$ cat config.mk
export PLATFORM = sky130hd
export DESIGN_NAME = led_blink_ctrl
export DESIGN_NICKNAME = d
export VERILOG_FILES = /design/src/rtl/led_blink_ctrl.sv
export SDC_FILE = /design/constraint.sdc
export NUM_CORES = 1
export LEC_CHECK = 0
export ABC_AREA = 1
export CORE_UTILIZATION = 55
export CTS_CLUSTER_SIZE = 30
export DETAILED_ROUTE_END_ITERATION = 6
export GPL_TIMING_DRIVEN = 0
export PLACE_DENSITY = 0.73
export SYNTH_ARGS = -nofsm -noshare
export SYNTH_HDL_FRONTEND = slang
export SYNTH_SLANG_ARGS = --single-unit
$ cat constraint.sdc
create_clock -name clk -period 3.1 [get_ports clk]
set_input_delay 0.31 -clock clk [delete_from_list [all_inputs] [get_ports clk]]
set_output_delay 0.31 -clock clk [all_outputs]
set_load 0.01 [all_outputs]
$ cat src/rtl/led_blink_ctrl.sv
// Multi-channel LED controller: shared tick prescaler and PWM counter, per-channel OFF/ON/BLINK/PWM.
// Optional LED_BLINK_CTRL_PHASE_SYNC_EN: a BLINK write also restarts every other blinking channel.
module led_blink_ctrl #(
    parameter int CHANNELS = 4,
    parameter int TICK_DIV = 100_000,
    parameter int PERIOD_W = 16,
    parameter int PWM_W    = 8,
    localparam int CHAN_W  = (CHANNELS > 1) ? $clog2(CHANNELS) : 1
) (
    input  logic                clk,
    input  logic                n_reset,
    input  logic                cfg_valid,
    output logic                cfg_ready,
    input  logic [CHAN_W-1:0]   cfg_chan,
    input  logic [1:0]          cfg_mode,
    input  logic [PERIOD_W-1:0] cfg_period,
    input  logic [PWM_W-1:0]    cfg_duty,
    output logic                cfg_err,
    output logic                tick,
    output logic [CHANNELS-1:0] led
);

    localparam int TICK_W = $clog2(TICK_DIV);

    typedef enum logic [1:0] {
        MODE_OFF   = 2'b00,
        MODE_ON    = 2'b01,
        MODE_BLINK = 2'b10,
        MODE_PWM   = 2'b11
    } mode_e;

    logic [TICK_W-1:0]   r_tick_cnt;
    logic [PWM_W-1:0]    r_pwm_cnt;
    logic                r_ready;
    logic                r_err;

    mode_e               r_mode       [CHANNELS];
    logic [PERIOD_W-1:0] r_period     [CHANNELS];
    logic [PWM_W-1:0]    r_duty       [CHANNELS];
    logic [PERIOD_W-1:0] r_bcnt       [CHANNELS];
    logic [CHANNELS-1:0] r_led;

    mode_e               w_mode_nxt   [CHANNELS];
    logic [PERIOD_W-1:0] w_period_nxt [CHANNELS];
    logic [PWM_W-1:0]    w_duty_nxt   [CHANNELS];
    logic [PERIOD_W-1:0] w_bcnt_nxt   [CHANNELS];
    logic [CHANNELS-1:0] w_led_nxt;
    logic [CHANNELS-1:0] w_sel;
    logic [CHANNELS-1:0] w_restart;

    logic                w_tick;
    logic                w_accept;
    logic                w_chan_ok;
    logic                w_wr;
    logic                w_wr_blink;
    logic [PERIOD_W-1:0] w_period_in;

    assign w_tick      = (r_tick_cnt == TICK_W'(TICK_DIV - 1));
    assign w_accept    = cfg_valid && r_ready;
    assign w_chan_ok   = (32'(cfg_chan) < 32'(CHANNELS));
    assign w_wr        = w_accept && w_chan_ok;
    assign w_wr_blink  = w_wr && (cfg_mode == MODE_BLINK);
    assign w_period_in = (cfg_period == '0) ? PERIOD_W'(1) : cfg_period;

    assign tick      = w_tick;
    assign cfg_ready = r_ready;
    assign cfg_err   = r_err;
    assign led       = r_led;

    // A write on the same cycle as a tick wins: restart takes priority over the tick step.
    always_comb begin
        w_led_nxt = r_led;
        w_sel     = '0;
        w_restart = '0;
        for (int i = 0; i < CHANNELS; i++) begin
            w_sel[i] = w_wr && (cfg_chan == CHAN_W'(i));
`ifdef LED_BLINK_CTRL_PHASE_SYNC_EN
            w_restart[i] = w_wr_blink && (w_sel[i] || (r_mode[i] == MODE_BLINK));
`else
            w_restart[i] = w_wr_blink && w_sel[i];
`endif
            w_mode_nxt[i]   = w_sel[i] ? mode_e'(cfg_mode) : r_mode[i];
            w_period_nxt[i] = w_sel[i] ? w_period_in : r_period[i];
            w_duty_nxt[i]   = w_sel[i] ? cfg_duty : r_duty[i];
            w_bcnt_nxt[i]   = r_bcnt[i];

            case (w_mode_nxt[i])
                MODE_OFF: w_led_nxt[i] = 1'b0;
                MODE_ON:  w_led_nxt[i] = 1'b1;
                MODE_PWM: w_led_nxt[i] = (r_pwm_cnt < w_duty_nxt[i]);
                MODE_BLINK: begin
                    if (w_restart[i]) begin
                        w_bcnt_nxt[i] = '0;
                        w_led_nxt[i]  = 1'b1;
                    end else if (w_tick) begin
                        if (r_bcnt[i] == r_period[i] - 1'b1) begin
                            w_bcnt_nxt[i] = '0;
                            w_led_nxt[i]  = ~r_led[i];
                        end else begin
                            w_bcnt_nxt[i] = r_bcnt[i] + 1'b1;
                        end
                    end
                end
                default: w_led_nxt[i] = 1'b0;
            endcase
        end
    end

    always_ff @(posedge clk or negedge n_reset) begin
        if (!n_reset) begin
            r_tick_cnt <= '0;
            r_pwm_cnt  <= '0;
            r_ready    <= 1'b1;
            r_err      <= 1'b0;
            r_led      <= '0;
            for (int i = 0; i < CHANNELS; i++) begin
                r_mode[i]   <= MODE_OFF;
                r_period[i] <= PERIOD_W'(1);
                r_duty[i]   <= '0;
                r_bcnt[i]   <= '0;
            end
        end else begin
            r_tick_cnt <= w_tick ? '0 : r_tick_cnt + 1'b1;
            r_pwm_cnt  <= r_pwm_cnt + 1'b1;
            r_ready    <= !w_accept;
            r_err      <= w_accept && !w_chan_ok;
            r_led      <= w_led_nxt;
            for (int i = 0; i < CHANNELS; i++) begin
                r_mode[i]   <= w_mode_nxt[i];
                r_period[i] <= w_period_nxt[i];
                r_duty[i]   <= w_duty_nxt[i];
                r_bcnt[i]   <= w_bcnt_nxt[i];
            end
        end
    end

endmodule

==> flow_summary_export.csv, run 1 <==
group,metric,value,unit
outcome,status,"complete, no violations",
sta,setup_ws,0.234,ns
cts,cts_tree,"built",
power,p_per_area,517,nW/um^2
placement,routabilityCongestion,0.865,
logic_synthesis,synth_top_cell_by_area,"dfrtp_1",
logic_synthesis,yosys_warnings,0,
cts,cts.sinks,198,
route,first_pass_iters,5,
global_routing,gr-total-overflow,0,
placement,post-place-ws,-0.181,ns
route,via_per_inst,5.22,
placement,dp_hpwl,23400,um
global_routing,grt_pass1_vias,11000,
finish,seq_area,4960,um^2
logic_synthesis,ys_types,49,
finish,multi_input_area,6900,um^2
worst_hold_path,min_to,"cfg_ready",
logic_synthesis,synth_fp_nets,1852,
worst_hold_path,hold_depth,2,
global_routing,track_usage,27.1,%
run,maxCapViolCount,0,
cts,clk_pin_slew,0.08,ns
route,wl,30600,um
worst_setup_path,r2r_start,"cfg_ready",
worst_setup_path,crit_type,"reg2reg",
die,die_x,156,um
global_routing,grt-busiest-layer,"met2",
finish,mostFrequentLayoutCells,"nand2_1, inv_1, dfrtp_1",
global_routing,grt_use_met3,4.03,%
worst_setup_path,crit_fanout,10,
route,ant_nets,0,
sta,rsz0062_at_grt,"false",
global_routing,grt_pass1_wl,52600,um
placement,dp_cells,2133,
power,power_leakage,7.33,nW
cts,clock_latency,0.44,ns
worst_setup_path,r2r_cells,13,
die,io_pins,38,
worst_setup_path,cpMostUsedCell,"nand3_1",
global_routing,antenna_found_initial,0,
sta,clock_skew,0.0158,ns
worst_setup_path,critPathMaxStageDelay,0.54,ns
route,wl_per_cell,14.1,um
sta,period_minus_slack,2.87,ns
cts,clockBufferDepth,2,
worst_setup_path,r2r_end,"led[2]",
global_routing,grt_max_degree,115,
cts,post_cts_buffers,0,
finish,final_nets,1909,
logic_synthesis,synthCells,1783,
worst_setup_path,crit_chain,"nand2_2, inv_2, nand2_4, clkbuf_1, o21ai_0, ha_1, nand2_1, nor2_1, a211oi_1, nand3_1, nand3_1, nand3_1, nand2_1",
worst_setup_path,cp_data_required_time,3.47,ns
route,drt-initial-drc-count,704,
die,rows,55,
worst_hold_path,min_from,"cfg_valid",
cts,root_buffer,"clkbuf_16",
logic_synthesis,postSynthAreaPerCell,7.32,um^2
cts,cts_made_buffers,17,
sta,maxSlewViolCount,0,
power,ir_drop,0.000370,V
finish,stdcell_count,2166,
worst_setup_path,slowest_stage,"dfstp_2",
route,vias,11300,
worst_setup_path,regToRegSetupSlack,0.23,ns
route,drc_errors,0,
die,initial_utilization,56.9,%
finish,drive_gt1_share,9.50,%
finish,nFillCells,2076,
sta,maxSlewHeadroom,42.5,%
logic_synthesis,synthesis.area,13000,um^2
sta,period_share,92.5,%
finish,area_growth_syn_to_layout,10.7,%
logic_synthesis,synthTopCellsByArea,"dfrtp_1, nand2_1, inv_1",
logic_synthesis,synth_seq_cells,198,
logic_synthesis,synth_top_area_share,37.0,%
global_routing,grtUsageMet2,45.0,%
finish,final_common_cell,"nand2_1",
sta,max_freq,349,MHz
placement,port_buffers,36,
logic_synthesis,ys_seq_area_share,38.0,%
power,total_power,7.47,mW
sta,worst_pin_slew,0.863,ns
die,core,22900,um^2
die,die_h,156,um
sta,hold_viol,0,
worst_hold_path,min_path_type,"in2reg",
worst_setup_path,startpoint_type,"flip-flop",
global_routing,grtUsageMet1,36.5,%
cts,cts_max_level,4,
die,dieArea,24300,um^2
worst_setup_path,arrival,3.24,ns
worst_setup_path,critPathCaptureType,"flip-flop",
sta,finalSetupViolations,0,
finish,antenna_cells,0,
## timing repair
item | 4_1_cts | 5_1_grt
setup endpoints to repair | 0 | 1
gates resized for setup | 0 | 1
hold buffers | 1 | 0
hold endpoints to repair | 13 | 0
## metal layers
layer | wire length (um) | share of wire (%)
met5 | 0 | 0
met2 | 14400 | 47
met4 | 683 | 2.2
met1 | 14200 | 46
met3 | 1370 | 4.5
## critical path, delay by kind of cell (launching register included)
kind / cells / cell delay, ns
and+or+nand+nor: 8 / 0.86
buffers and inverters: 2 / 0.47
AOI/OAI and AO/OA: 2 / 0.63
adders and majority gates: 1 / 0.29
DFF: 1 / 0.54
## flip-flops by register name, summed over array words and instances (netlist names)
register,flops
cfg_ready,1
led,4
r_period,64
r_duty,32
r_tick_cnt,17
r_mode,8
r_pwm_cnt,8
r_bcnt,64
## cells by family (layout without fill, tap and decap cells)
family | Yosys count | after routing | share of synthesized area, %
other | 1 | 1 | 0.0287
adders and majority gates | 38 | 38 | 3.64
DFF | 198 | 198 | 38.0
AOI/OAI and AO/OA | 179 | 179 | 7.73
buffers and inverters | 293 | 363 | 9.09
xor gates and xnor gates | 112 | 112 | 7.62
and+or+nand+nor | 962 | 962 | 33.9
## final cells by class
class / instances / area share [%]
inverters: 260 / 6.82
multi-input cells: 1292 / 47.8
flip-flops and latches: 198 / 34.3
well taps: 313 / 2.71
clock buffers: 17 / 2.94
plain buffers: 33 / 1.39
repair buffers: 38 / 2.79
clock inverters: 15 / 1.24
## per-stage QoR
step	utilization, %	area [um^2]	TNS [ns]	hold slack [ns]
3_5_place_dp	60.4	13800	-0.373	0.447
4_1_cts	63.0	14400	0	0.444
2_1_floorplan	-	13000	0	0.0144
3_3_place_gp	60.2	13800	-1320.79	0.455
5_1_grt	63.0	14400	0	0.472
6_report	63.0	14400	0	0.454
## where the power goes
part / switching, mW / internal, mW / leakage (nW)
clock: 1.15 / 1.10 / 0.294
sequential: 0.310 / 2.90 / 2.42
combinational: 1.23 / 0.780 / 4.62
total: 2.69 / 4.78 / 7.33
## Yosys cell counts (all sizes together)
| master | number |
|---|---|
| or2 | 27 |
| dfstp | 5 |
| buf | 14 |
| clkinv | 1 |
| a211oi | 4 |
| a21oi | 43 |
| conb | 1 |
| a41o | 1 |
| nor4 | 13 |
| nand2 | 486 |
| dfrtp | 193 |
| inv | 259 |
| o21ai | 123 |
| a21boi | 1 |
| nand3 | 134 |
| ha | 38 |
| o22ai | 1 |
| xnor2 | 22 |
| o21a | 2 |
| nor3 | 26 |
| nor2 | 206 |
| and3 | 1 |
| a21o | 1 |
| o21bai | 3 |
| nand3b | 19 |
| nand4 | 41 |
| xnor3 | 1 |
| and2 | 8 |
| nor4b | 1 |
| xor2 | 89 |
| clkbuf | 19 |
## worst max-delay path by stage
| stage | start | to | slack [ns] | cells after the start |
|---|---|---|---|---|
| finish | cfg_ready | led[2] | 0.23 | 13 |
| floorplan | cfg_ready | led[1] | 0.83 | 14 |
| global placement | n_reset | r_duty[4] | -6.76 | 1 |
| global route | cfg_ready | led[2] | 0.02 | 13 |
| CTS | cfg_ready | led[2] | 0.18 | 14 |
| detailed placement | cfg_chan[1] | led[2] | -0.18 | 15 |
(Power assumes the default switching activity.)
==> run 2, diff against run 1 <==
--- a/config.mk
+++ b/config.mk
@@ -6,6 +6,7 @@
 export NUM_CORES = 1
 export LEC_CHECK = 0
 export ABC_AREA = 1
+export CORE_ASPECT_RATIO = 1.1
 export CORE_UTILIZATION = 55
 export CTS_CLUSTER_SIZE = 30
 export DETAILED_ROUTE_END_ITERATION = 6
==> run 2 against run 1 <==
Fmax grew 0.27%. Critical endpoint is now led[0]. Highest routed layer unchanged. Clock-buffer cell count stayed put. Via count grew 0.58%. Design area is 0.11% higher. Clock power grew 4%. Combinational power about the same. Largest cell class unchanged. Critical path depth up 1. Sequential power about the same. Register-to-register slack is essentially flat. Final cell count decreased by 0.60%.
==> flow_summary_export.csv, run 2 (synthesized netlist as in run 1, its figures left out) <==
group,metric,value,unit
worst_setup_path,startpoint_type,"flip-flop",
power,ir_drop,0.000425,V
worst_setup_path,cp_data_required_time,3.49,ns
die,die_x,149,um
sta,period_minus_slack,2.86,ns
die,dieArea,24300,um^2
route,wl_per_cell,14.3,um
finish,final_common_cell,"nand2_1",
sta,hold_viol,0,
power,p_seq_share,42.4,%
sta,max_freq,350,MHz
sta,clock_skew,0.0121,ns
worst_hold_path,min_path_type,"in2async",
placement,place_area,13800,um^2
worst_setup_path,slowest_stage,"dfstp_2",
power,power_leakage,7.35,nW
power,clkPwrFrac,31.0,%
worst_setup_path,cpLargestDelayFamily,"compound AO/OA/AOI/OAI gates",
run,maxCapViolCount,0,
route,ant_nets,0,
finish,area_growth_syn_to_layout,10.8,%
die,core,23100,um^2
cts,clk_pin_slew,0.09,ns
finish,antenna_cells,0,
finish,top_regs,"r_bcnt x64, r_period x64, r_duty x32",
power,switchingPower,2.76,mW
sta,worst_pin_slew,0.700,ns
die,initial_utilization,56.5,%
worst_setup_path,arrival,3.25,ns
global_routing,grt_pass1_vias,10800,
global_routing,track_usage,26.6,%
finish,mostFrequentLayoutCells,"nand2_1, inv_1, dfrtp_1",
cts,post_cts_buffers,0,
power,p_per_area,524,nW/um^2
sta,finalSetupViolations,0,
outcome,status,"complete, no violations",
worst_setup_path,cpMostUsedCell,"nand3_1",
route,vias,11400,
finish,finalInstanceArea,14500,um^2
sta,maxSlewViolCount,0,
placement,port_buffers,36,
worst_setup_path,cp_num_buf_inv,3,
route,first_pass_iters,4,
finish,seq_area,4960,um^2
power,p_int,4.81,mW
die,io_pins,38,
sta,maxSlewHeadroom,53.3,%
cts,cts_tree,"built",
die,die_h,164,um
placement,dp_cells,2120,
sta,rsz0062_at_grt,"false",
worst_setup_path,crit_chain,"nand2_2, inv_2, nand2_4, clkbuf_1, o21ai_0, inv_1, ha_1, a21oi_1, nor2_1, a211oi_1, nand3_1, nand3_1, nand3_1, nand2_1",
placement,dp_hpwl,23400,um
route,drt-initial-drc-count,667,
finish,multi_input_area,6900,um^2
finish,stdcell_count,2153,
placement,routabilityCongestion,0.870,
worst_setup_path,crit_type,"reg2reg",
worst_setup_path,critPathMaxStageDelay,0.54,ns
global_routing,gr-total-overflow,0,
sta,period_share,92.2,%
global_routing,grt_pass1_wl,51800,um
cts,clock_latency,0.44,ns
die,rows,58,
power,swShare,36.4,%
cts,root_buffer,"clkbuf_16",
cts,cts_max_level,4,
cts,cts.sinks,198,
finish,final_nets,1909,
sta,tns,0,ns
finish,nFillCells,2078,
global_routing,antenna_found_initial,0,
finish,drive_gt1_share,9.50,%
route,drc_errors,0,
route,wl,30900,um
worst_setup_path,critPathCaptureType,"flip-flop",
cts,clockBufferDepth,2,
power,p_comb_share,26.6,%
route,via_per_inst,5.28,
cts,cts_made_buffers,17,
worst_setup_path,crit_fanout,10,
global_routing,grt_max_degree,112,
run 2: metal layers:
layer	wire (um)	GRT usage, %	vias up
met1	14100	34.7	5374
met4	615	8.02	0
met3	1100	3.41	46
li1	-	-	5747
met5	0	0	-
met2	15100	45.7	198
run 2: cell type report:
type	instances	area share, %
plain buffers	33	1.39
clock buffers	17	2.94
clock inverters	15	1.46
inverters	260	6.81
multi-input cells	1292	47.7
flip-flops and latches	198	34.3
well taps	300	2.60
repair buffers	38	2.79
run 2: worst paths after layout:
kind	end	slack, ns	from	cells past startpoint
worst max-delay path	led[0]	0.24	cfg_ready	14
worst min-delay path	r_tick_cnt[11]	0.45	n_reset	2
worst max register to register	led[0]	0.24	cfg_ready	14
worst min register to register	r_mode[1]	0.48	r_mode[1]	2
max in group asynchronous	r_duty[1]	1.62	n_reset	3
min in group clk	cfg_ready	0.46	cfg_valid	2
run 2: through the flow:
| stage | utilization, % | hold slack (ns) | total power [mW] | setup slack [ns] |
|---|---|---|---|---|
| final | 62.7 | 0.449 | 7.57 | 0.242 |
| after floorplan | - | 0.0144 | 4.67 | 0.829 |
| after global routing | 62.7 | 0.479 | 8.05 | 0.0204 |
| after detailed placement | 59.9 | 0.379 | 5.25 | -0.166 |
| after CTS | 62.7 | 0.461 | 7.61 | 0.183 |
| after global placement | 59.7 | 0.452 | 5.18 | -6.72 |
run 2: power by group through the flow:
| stage | registers [mW] | clock network [mW] | logic [mW] |
|---|---|---|---|
| after CTS | 3.21 | 2.38 | 2.02 |
| after detailed placement | 3.25 | 0 | 1.99 |
| after global routing | 3.25 | 2.49 | 2.32 |
| after global placement | 3.25 | 0 | 1.93 |
| after floorplan | 3.17 | 0 | 1.50 |
| final | 3.21 | 2.35 | 2.01 |
run 2: worst register-to-register path, cell delays in order (launching register included):
cell	delay (ns)
dfstp_2	0.54
nand2_2	0.09
inv_2	0.19
nand2_4	0.12
clkbuf_1	0.27
o21ai_0	0.28
inv_1	0.07
ha_1	0.29
a21oi_1	0.15
nor2_1	0.06
a211oi_1	0.30
nand3_1	0.19
nand3_1	0.11
nand3_1	0.09
nand2_1	0.08
run 2: timing repair:
action,in CTS,in global routing
setup endpoints to repair,0,1
hold buffers,1,0
resized for setup,0,1
endpoints found under the hold margin,85,0
